===== src/rtl/keccak_pkg.sv =====
// keccak_pkg: shared types, lane-order tables, rate constants and squeeze FSM states
package keccak_pkg;
  localparam int LANE_W = 64;
  typedef logic [4:0][4:0][LANE_W-1:0] state_t;
  localparam int RATE_SHA3_224 = 18;
  localparam int RATE_SHA3_256 = 17;
  localparam int RATE_SHA3_384 = 13;
  localparam int RATE_SHA3_512 = 9;
  localparam int RATE_SHAKE128 = 21;
  localparam int RATE_SHAKE256 = 17;
  localparam logic [24:0][2:0] LANE_X = {5{3'd4, 3'd3, 3'd2, 3'd1, 3'd0}};
  localparam logic [24:0][2:0] LANE_Y = {{5{3'd4}}, {5{3'd3}}, {5{3'd2}}, {5{3'd1}}, {5{3'd0}}};
  typedef enum logic [1:0] {IDLE, EMIT, WAIT_PERM} sq_state_e;
endpackage


===== src/rtl/keccak_lane_mux.sv =====
// keccak_lane_mux: lane index to state lane selector; KECCAK_SQUEEZE_BYTESWAP_EN reverses bytes
module keccak_lane_mux
  import keccak_pkg::*;
#(
  parameter int W = 64
) (
  input  logic [4:0][4:0][W-1:0] buf_i,
  input  logic [4:0]             idx_i,
  output logic [W-1:0]           lane_o
);
  logic [W-1:0] l;
  assign l = buf_i[LANE_X[idx_i]][LANE_Y[idx_i]];
`ifdef KECCAK_SQUEEZE_BYTESWAP_EN
  for (genvar b = 0; b < W / 8; b++) begin : g_sw
    assign lane_o[8*b +: 8] = l[W-8-8*b +: 8];
  end
`else
  assign lane_o = l;
`endif
endmodule


===== src/rtl/keccak_squeeze.sv =====
// keccak_squeeze: streams rate lanes of permuted states, requesting permutations until len lanes are out
module keccak_squeeze
  import keccak_pkg::*;
#(
  parameter int W          = 64,
  parameter int RATE_LANES = 17,
  parameter int LEN_W      = 16
) (
  input  logic                   clk,
  input  logic                   rst_n,
  input  logic [4:0][4:0][W-1:0] state_in,
  input  logic [LEN_W-1:0]       len_in,
  input  logic                   state_valid,
  output logic                   state_ready,
  output logic                   perm_req,
  output logic [W-1:0]           out_data,
  output logic                   out_valid,
  input  logic                   out_ready,
  output logic                   out_last,
  output logic                   busy
);
  sq_state_e              st_q;
  logic [4:0][4:0][W-1:0] buf_q;
  logic [LEN_W-1:0]       rem_q;
  logic [4:0]             idx_q;
  logic                   valid_q, last_q, req_q;
  assign state_ready = (st_q == IDLE) || (st_q == WAIT_PERM);
  assign busy        = st_q != IDLE;
  assign out_valid   = valid_q;
  assign out_last    = last_q;
  assign perm_req    = req_q;
  keccak_lane_mux #(.W(W)) u_mux (.buf_i(buf_q), .idx_i(idx_q), .lane_o(out_data));
  // squeeze FSM: latch states, count lanes out, ask for permutations when the rate runs dry
  always_ff @(posedge clk or negedge rst_n) begin
    if (!rst_n) begin
      st_q    <= IDLE;
      buf_q   <= '0;
      rem_q   <= '0;
      idx_q   <= '0;
      valid_q <= 1'b0;
      last_q  <= 1'b0;
      req_q   <= 1'b0;
    end else begin
      case (st_q)
        IDLE: if (state_valid) begin
          buf_q   <= state_in;
          rem_q   <= len_in;
          idx_q   <= '0;
          st_q    <= len_in != '0 ? EMIT : IDLE;
          valid_q <= len_in != '0;
          last_q  <= len_in == LEN_W'(1);
        end
        EMIT: if (out_ready) begin
          rem_q <= rem_q - LEN_W'(1);
          if (rem_q == LEN_W'(1)) begin
            st_q    <= IDLE;
            valid_q <= 1'b0;
            last_q  <= 1'b0;
          end else if (idx_q == 5'(RATE_LANES - 1)) begin
            st_q    <= WAIT_PERM;
            idx_q   <= '0;
            valid_q <= 1'b0;
            last_q  <= 1'b0;
            req_q   <= 1'b1;
          end else begin
            idx_q  <= idx_q + 5'd1;
            last_q <= rem_q == LEN_W'(2);
          end
        end
        WAIT_PERM: if (state_valid) begin
          buf_q   <= state_in;
          st_q    <= EMIT;
          valid_q <= 1'b1;
          last_q  <= rem_q == LEN_W'(1);
          req_q   <= 1'b0;
        end
        default: st_q <= IDLE;
      endcase
    end
  end
endmodule


===== config.mk =====
export PLATFORM = sky130hd
export DESIGN_NAME = keccak_squeeze
export DESIGN_NICKNAME = d
export VERILOG_FILES = /design/src/rtl/keccak_pkg.sv /design/src/rtl/keccak_lane_mux.sv /design/src/rtl/keccak_squeeze.sv
export SDC_FILE = /design/constraint.sdc
export NUM_CORES = 2
export LEC_CHECK = 0
export BUFFER_PORTS_ARGS = -buffer_cell sky130_fd_sc_hd__buf_2
export CAP_MARGIN = 20
export CORE_AREA = 2 2 651 653
export DETAILED_ROUTE_END_ITERATION = 8
export DIE_AREA = 0 0 653 655
export SYNTH_ARGS = -nofsm -noshare
export SYNTH_HDL_FRONTEND = slang
export SYNTH_SLANG_ARGS = --single-unit

===== constraint.sdc =====
create_clock -name clk -period 3.23 [get_ports clk]
set_input_delay 0.4845 -clock clk [delete_from_list [all_inputs] [get_ports clk]]
set_output_delay 0.4845 -clock clk [all_outputs]
set_load 0.02 [all_outputs]

; Word-level counts from Yosys, hierarchy flattened
; Memory sizes are Yosys's and may differ from the RTL's.
; Index checks and enable logic that the tools add are counted.
[classes]
order_cmp = 3
n_addsub = 2
n_reduce_logical = 15
n_mux = 38
eq_ne = 12
[ops]
columns = cell, n
row1 = binary-select mux 320 bit (select 3 bit), 1
row2 = two-way mux 320 bit, 1
row3 = binary-select mux 64 bit (select 3 bit), 1
row4 = two-way mux 64 bit, 1
row5 = == test 16 x 1 -> 1 bit (second input constant), 2
row6 = two-way mux 16 bit, 2
row7 = one-hot mux 16 bit (2 select lines), 1
row8 = two-way mux 5 bit, 4
row9 = == test 16 x 2 -> 1 bit (second input constant), 1
row10 = nonzero test 16 bit, 1
row11 = subtractor 16 x 1 -> 16 bit (second input constant), 1
row12 = two-way mux 1 bit, 15
row13 = AND reduction 4 bit, 3
row14 = two-way mux 2 bit, 5
row15 = != test 2 bit (second input constant), 5
row16 = one-hot mux 5 bit (2 select lines), 1
row17 = AND reduction 5 bit, 2
row18 = less-than comparator 3 x 4 -> 1 bit (second input constant), 2
row19 = less-than comparator 5 x 6 -> 1 bit (second input constant), 1
row20 = two-way mux 3 bit, 2
row21 = one-hot mux 1 bit (3 select lines), 2
row22 = one-hot mux 2 bit (3 select lines), 1
row23 = nonzero test 2 bit, 3
row24 = adder 5 x 1 -> 5 bit (second input constant), 1
row25 = other kinds (11), 11
[totals]
word_cells = 103
mem_count = 2
register_bits = 1626
romBits = 192
out_inout_bits = 69
[mem_list]
columns = name, depth, word_bits, rd, rd_clocked_by_memory_dff, write_ports, line_no
row1 = (no name shown), 32, 3, 1, 0, 0, keccak_lane_mux.sv:12  ; assign l = buf_i[LANE_X[idx_i]][LANE_Y[idx_i]];
row2 = (no name shown), 32, 3, 1, 0, 0, keccak_lane_mux.sv:12

; Longest topological paths before layout
[depth]
word_depth = 6
depth_mapped = 14
mapped_depth_nobuf = 9

; Cells and area by module
; From an unflattened synthesis, not the netlist that was laid out.
[unflattened]
hier_cells = 5677
area_unflattened_um2 = 75055.7
[by_module_without_submodules]
columns = mod, cells_per_inst, area_each_um2, seq_area_each_um2, n_inst
row1 = keccak_squeeze, 3588, 60705.7, 40689.0, 1
row2 = keccak_lane_mux, 2089, 14350.0, 0.0, 1

; Worst setup path after synthesis
; OpenSTA, ideal clock, no wires.
[synth_path]
kind = register to output
startpoint = register idx_q[1]
endpoint = output port out_data[62]
path_slack_ns = -0.299
path_stages_with_launch = 13
required_ns = 2.745
path_buffers = 4
arrival_ns = 3.045
cell_sequence = dfrtp_1 clkbuf_1 inv_1 ha_1 o221ai_4 and2_1 buf_4 buf_6 buf_4 nand2_1 a311oi_1 a311oi_1 nor4_1
[synth_between]
elab_chain_len = 6
[synth_lines]
columns = element, line_no
row1 = from (decl), keccak_squeeze.sv:25  ; logic [4:0] idx_q;
row2 = from (signal assigned), keccak_squeeze.sv:66  ; idx_q <= idx_q + 5'd1;
row3 = memory read (32 x 3 bit), --
row4 = two-way mux 3 bit (implied by the code), keccak_lane_mux.sv:12
row5 = binary-select mux 320 bit (select 3 bit), keccak_lane_mux.sv:12
row6 = two-way mux 320 bit (implied by the code), keccak_lane_mux.sv:12
row7 = binary-select mux 64 bit (select 3 bit) *, keccak_lane_mux.sv:12
row8 = two-way mux 64 bit (implied by the code) *, keccak_lane_mux.sv:12
row9 = to (decl), keccak_squeeze.sv:16  ; output logic [W-1:0] out_data,
; Mark *: on every way between the ends. The rest lies on a longest branch, timed or not. The select of a mux whose other input is x is not followed.

; Worst setup path in the final report
[layout_path]
startpoint = register idx_q[0]
endpoint = output port out_data[12]
; The elaborated chain is that of the path after synthesis.

==> out/results.txt <==
Final setup violation count: 64
Die X: 653 µm
RSZ-0062 raised after global routing: yes
final core occ: 0.302
Reg power frac: 0.336
Max Freq: 204 MHz
Port Buf Inserts: 1,688
Num CTS Buffers: 201
Synth Instances: 5,602
Setup TNS Final: -90,800 ps
Hold Path Stages: 4
syn_nets: 7,235
global route total overflow: 0
Clock Sinks: 1,626
Finished Layout Cells: 15,600
CTS max path bufs: 4
Seq/Total Area, Yosys: 0.542
Pint: 0.0719 W
commonest non-fill, non-tap cell in the layout: buf_2
GRT Util Overall: 0.238
largest net degree at the start of global routing: 87
H-tree Lvls: 4
Post-synth EDFFs: 0
leakage power: 54.4 nW
Routed Wire Length: 532,000 µm
crit end category: output port
Clock Latency Late Sink: 980 ps
Most used DFF post-synth: dfrtp_1
Die Y: 655 µm
status: finished, violations left
iteration count of the initial detailed-routing pass: 8
detailed placement HPWL: 435,000 µm
Core Area: 422,000 µm²
Vias: 70,900
initial detailed-routing violation count: 6,354
initial antenna violation count: 542
HP Class: primary input to flip-flop
Most common cell on crit path: buf_6
CP cell instances: buf_6 -> buf_6 -> xnor2_4 -> o221ai_4 -> buf_6 -> nand2_8 -> buf_16 -> buf_6 -> buf_12 -> buf_16 -> buf_8 -> a211oi_2 -> o211ai_1 -> o211ai_1 -> buf_4 -> a31oi_4 -> buf_6
ANT nets after route: 0
Rel. slew slack: 0.373
pin slew with the least headroom to its limit: 940 ps
initial core utilization: 0.178
clk slew on worst S/H paths: 60 ps
critical path's largest stage delay: 510 ps
sw power: 0.0448 W
post-synthesis cell type count: 71
critical path launch point type: flip-flop
Hold Vio Cnt, Final: 0
min setup slack post-route: -1680 ps
Max Slew Vio Count: 0
first-pass GRT wire length: 677,000 µm
Mapped Area: 75,100 µm²
Placer Congestion: 0.989
leading cell types in the layout, fill and taps excluded: buf_2, dfrtp_1, dlygate4sd3_1
Crit Path Category: flip-flop to output port
P per Cell Area: 916 nW/µm²
CTS Root Cell: clkbuf_16
number of remaining DRC errors: 0
failing checks: setup timing
Die ar.: 428,000 µm²
clock share of power: 0.207
MaxCap Viol Count: 0
Wirelength per Cell: 34.1 µm
VDD IR max: 0.601 mV
fin nets: 11,200
min cycle time layout: 4910 ps
Slowest-stage cell, CP: o211ai_1
Critical Path RT: 2750 ps
asr flop ratio synth: 1.00
yosys warns: 0
Vias/cell: 4.55
clk_skew: 112 ps
P&R area growth vs syn: 69.5%
average size of a mapped cell: 13.4 µm²
crit share post-route: 1.52
Reg2Reg Depth: 7
#FFs+latches synth: 1,626
dpl cells: 13,100
vias in the first global route: 70,500
Worst EP arrival: 4420 ps
share of layout cells above drive strength 1: 0.525
CTS tree: yes
Worst Path Max Fanout: 6
Top Ports: 1,689
switching part of the total: 0.384
Rows: 239
combinational power share: 0.456
==> synthesized netlist by cell type (all sizes together), types with 6 or more instances <==
master	number	area share
a21oi	151	0.010
o2bb2ai	20	0.0023
a221oi	93	0.011
clkbuf	317	0.016
a21boi	24	0.0024
dfrtp	1626	0.54
o32ai	33	0.0038
nand2	378	0.019
o311ai	10	0.0012
mux2i	203	0.027
o22ai	15	0.0012
o21ai	126	0.0084
nor4	7	0.00067
inv	20	0.0010
ha	13	0.0022
o221ai	8	0.0012
nor2	21	0.0011
or3	12	0.0010
o21bai	9	0.00090
nand3	48	0.0032
nor3	6	0.00047
and3	158	0.013
mux4	122	0.037
a211oi	204	0.020
buf	135	0.010
o211ai	42	0.0043
a21o	25	0.0025
a311oi	18	0.0021
mux2	1609	0.24
a31oi	92	0.0077
nand2b	6	0.00050
==> power groups by stage <==
stage	registers, W	clock network [W]	logic, W
after CTS	0.0388	0.0247	0.0510
after detailed placement	0.0388	0	0.0443
after global placement	0.0387	0	0.0439
final	0.0392	0.0242	0.0533
after floorplan	0.0345	0	0.0248
after global routing	0.0401	0.0254	0.0554
==> metal layers <==
metal,global-route usage,vias to the layer above,wire (µm)
li1,-,29200,-
met1,0.293,36300,210000
met2,0.380,3824,240000
met3,0.0668,1347,45500
met4,0.118,242,34100
met5,0,-,1590
==> metrics by stage <==
stage	area (µm²)	power, W	hold slack (ps)	worst slack [ps]
2_1_floorplan	75400	0.0593	189	12.1
3_3_place_gp	97400	0.0826	479	-1620
3_5_place_dp	97400	0.0831	484	-1540
4_1_cts	124000	0.114	13.1	-1740
5_1_grt	127000	0.121	120	-1750
6_report	127000	0.117	92.6	-1680
==> state kept, by name (all words and copies together) (netlist names) <==
register   cells
buf_q       1600
rem_q         16
idx_q          5
st_q           2
out_last       1
out_valid      1
perm_req       1
==> layout make-up <==
cell class	count	area (µm²)
diodes	340	851
clock buffers	279	5860
clock inverters	94	1080
fillers	42700	294000
inverters	20	77.6
multi-input cells	3504	36500
flip-flops and latches	1626	40700
well taps	5543	6940
repair buffers	4179	35300
==> path summary, 6_finish.rpt <==
check,from,end,slack [ps]
worst min register to register,buf_q[1521]$_DFFE_PN0P_,buf_q[1521]$_DFFE_PN0P_,500
worst min-delay path,len_in[15],rem_q[15]$_DFFE_PN0P_,90
worst max register to register,rem_q[11]$_DFFE_PN0P_,idx_q[4]$_DFFE_PN0P_,480
min in group asynchronous,rst_n,buf_q[990]$_DFFE_PN0P_,190
worst max-delay path,idx_q[0]$_DFFE_PN0P_,out_data[12],-1680
max in group asynchronous,rst_n,buf_q[592]$_DFFE_PN0P_,1720
==> worst max-delay path, delay by kind of cell, from the launching register on <==
family | cells | cell delay (ps)
buffers and inverters | 10 | 1490
AND/OR/NAND/NOR | 1 | 110
flip-flops | 1 | 440
AO/OA/AOI/OAI | 5 | 1270
XOR/XNOR | 1 | 160
==> kinds of logic (layout without fill, tap and decap cells) <==
family	count (synthesis)	after routing	synth area share
multiplexers	1934	1934	0.305
XOR/XNOR	1	1	0.000117
other	0	340	0
buffers and inverters	472	4572	0.0273
AO/OA/AOI/OAI	894	894	0.0822
flip-flops	1626	1626	0.542
AND/OR/NAND/NOR	662	662	0.0416
adder cells (fa/ha/maj)	13	13	0.00217
==> timing repair <==
action	CTS	global route
gates resized for setup	584	302
setup buffers	78	54
pin swaps	127	139
cloned	9	7
endpoints found under the hold margin	1672	0
hold buffers	1616	0
setup endpoints to repair	64	64
(Power assumes the default switching activity.)
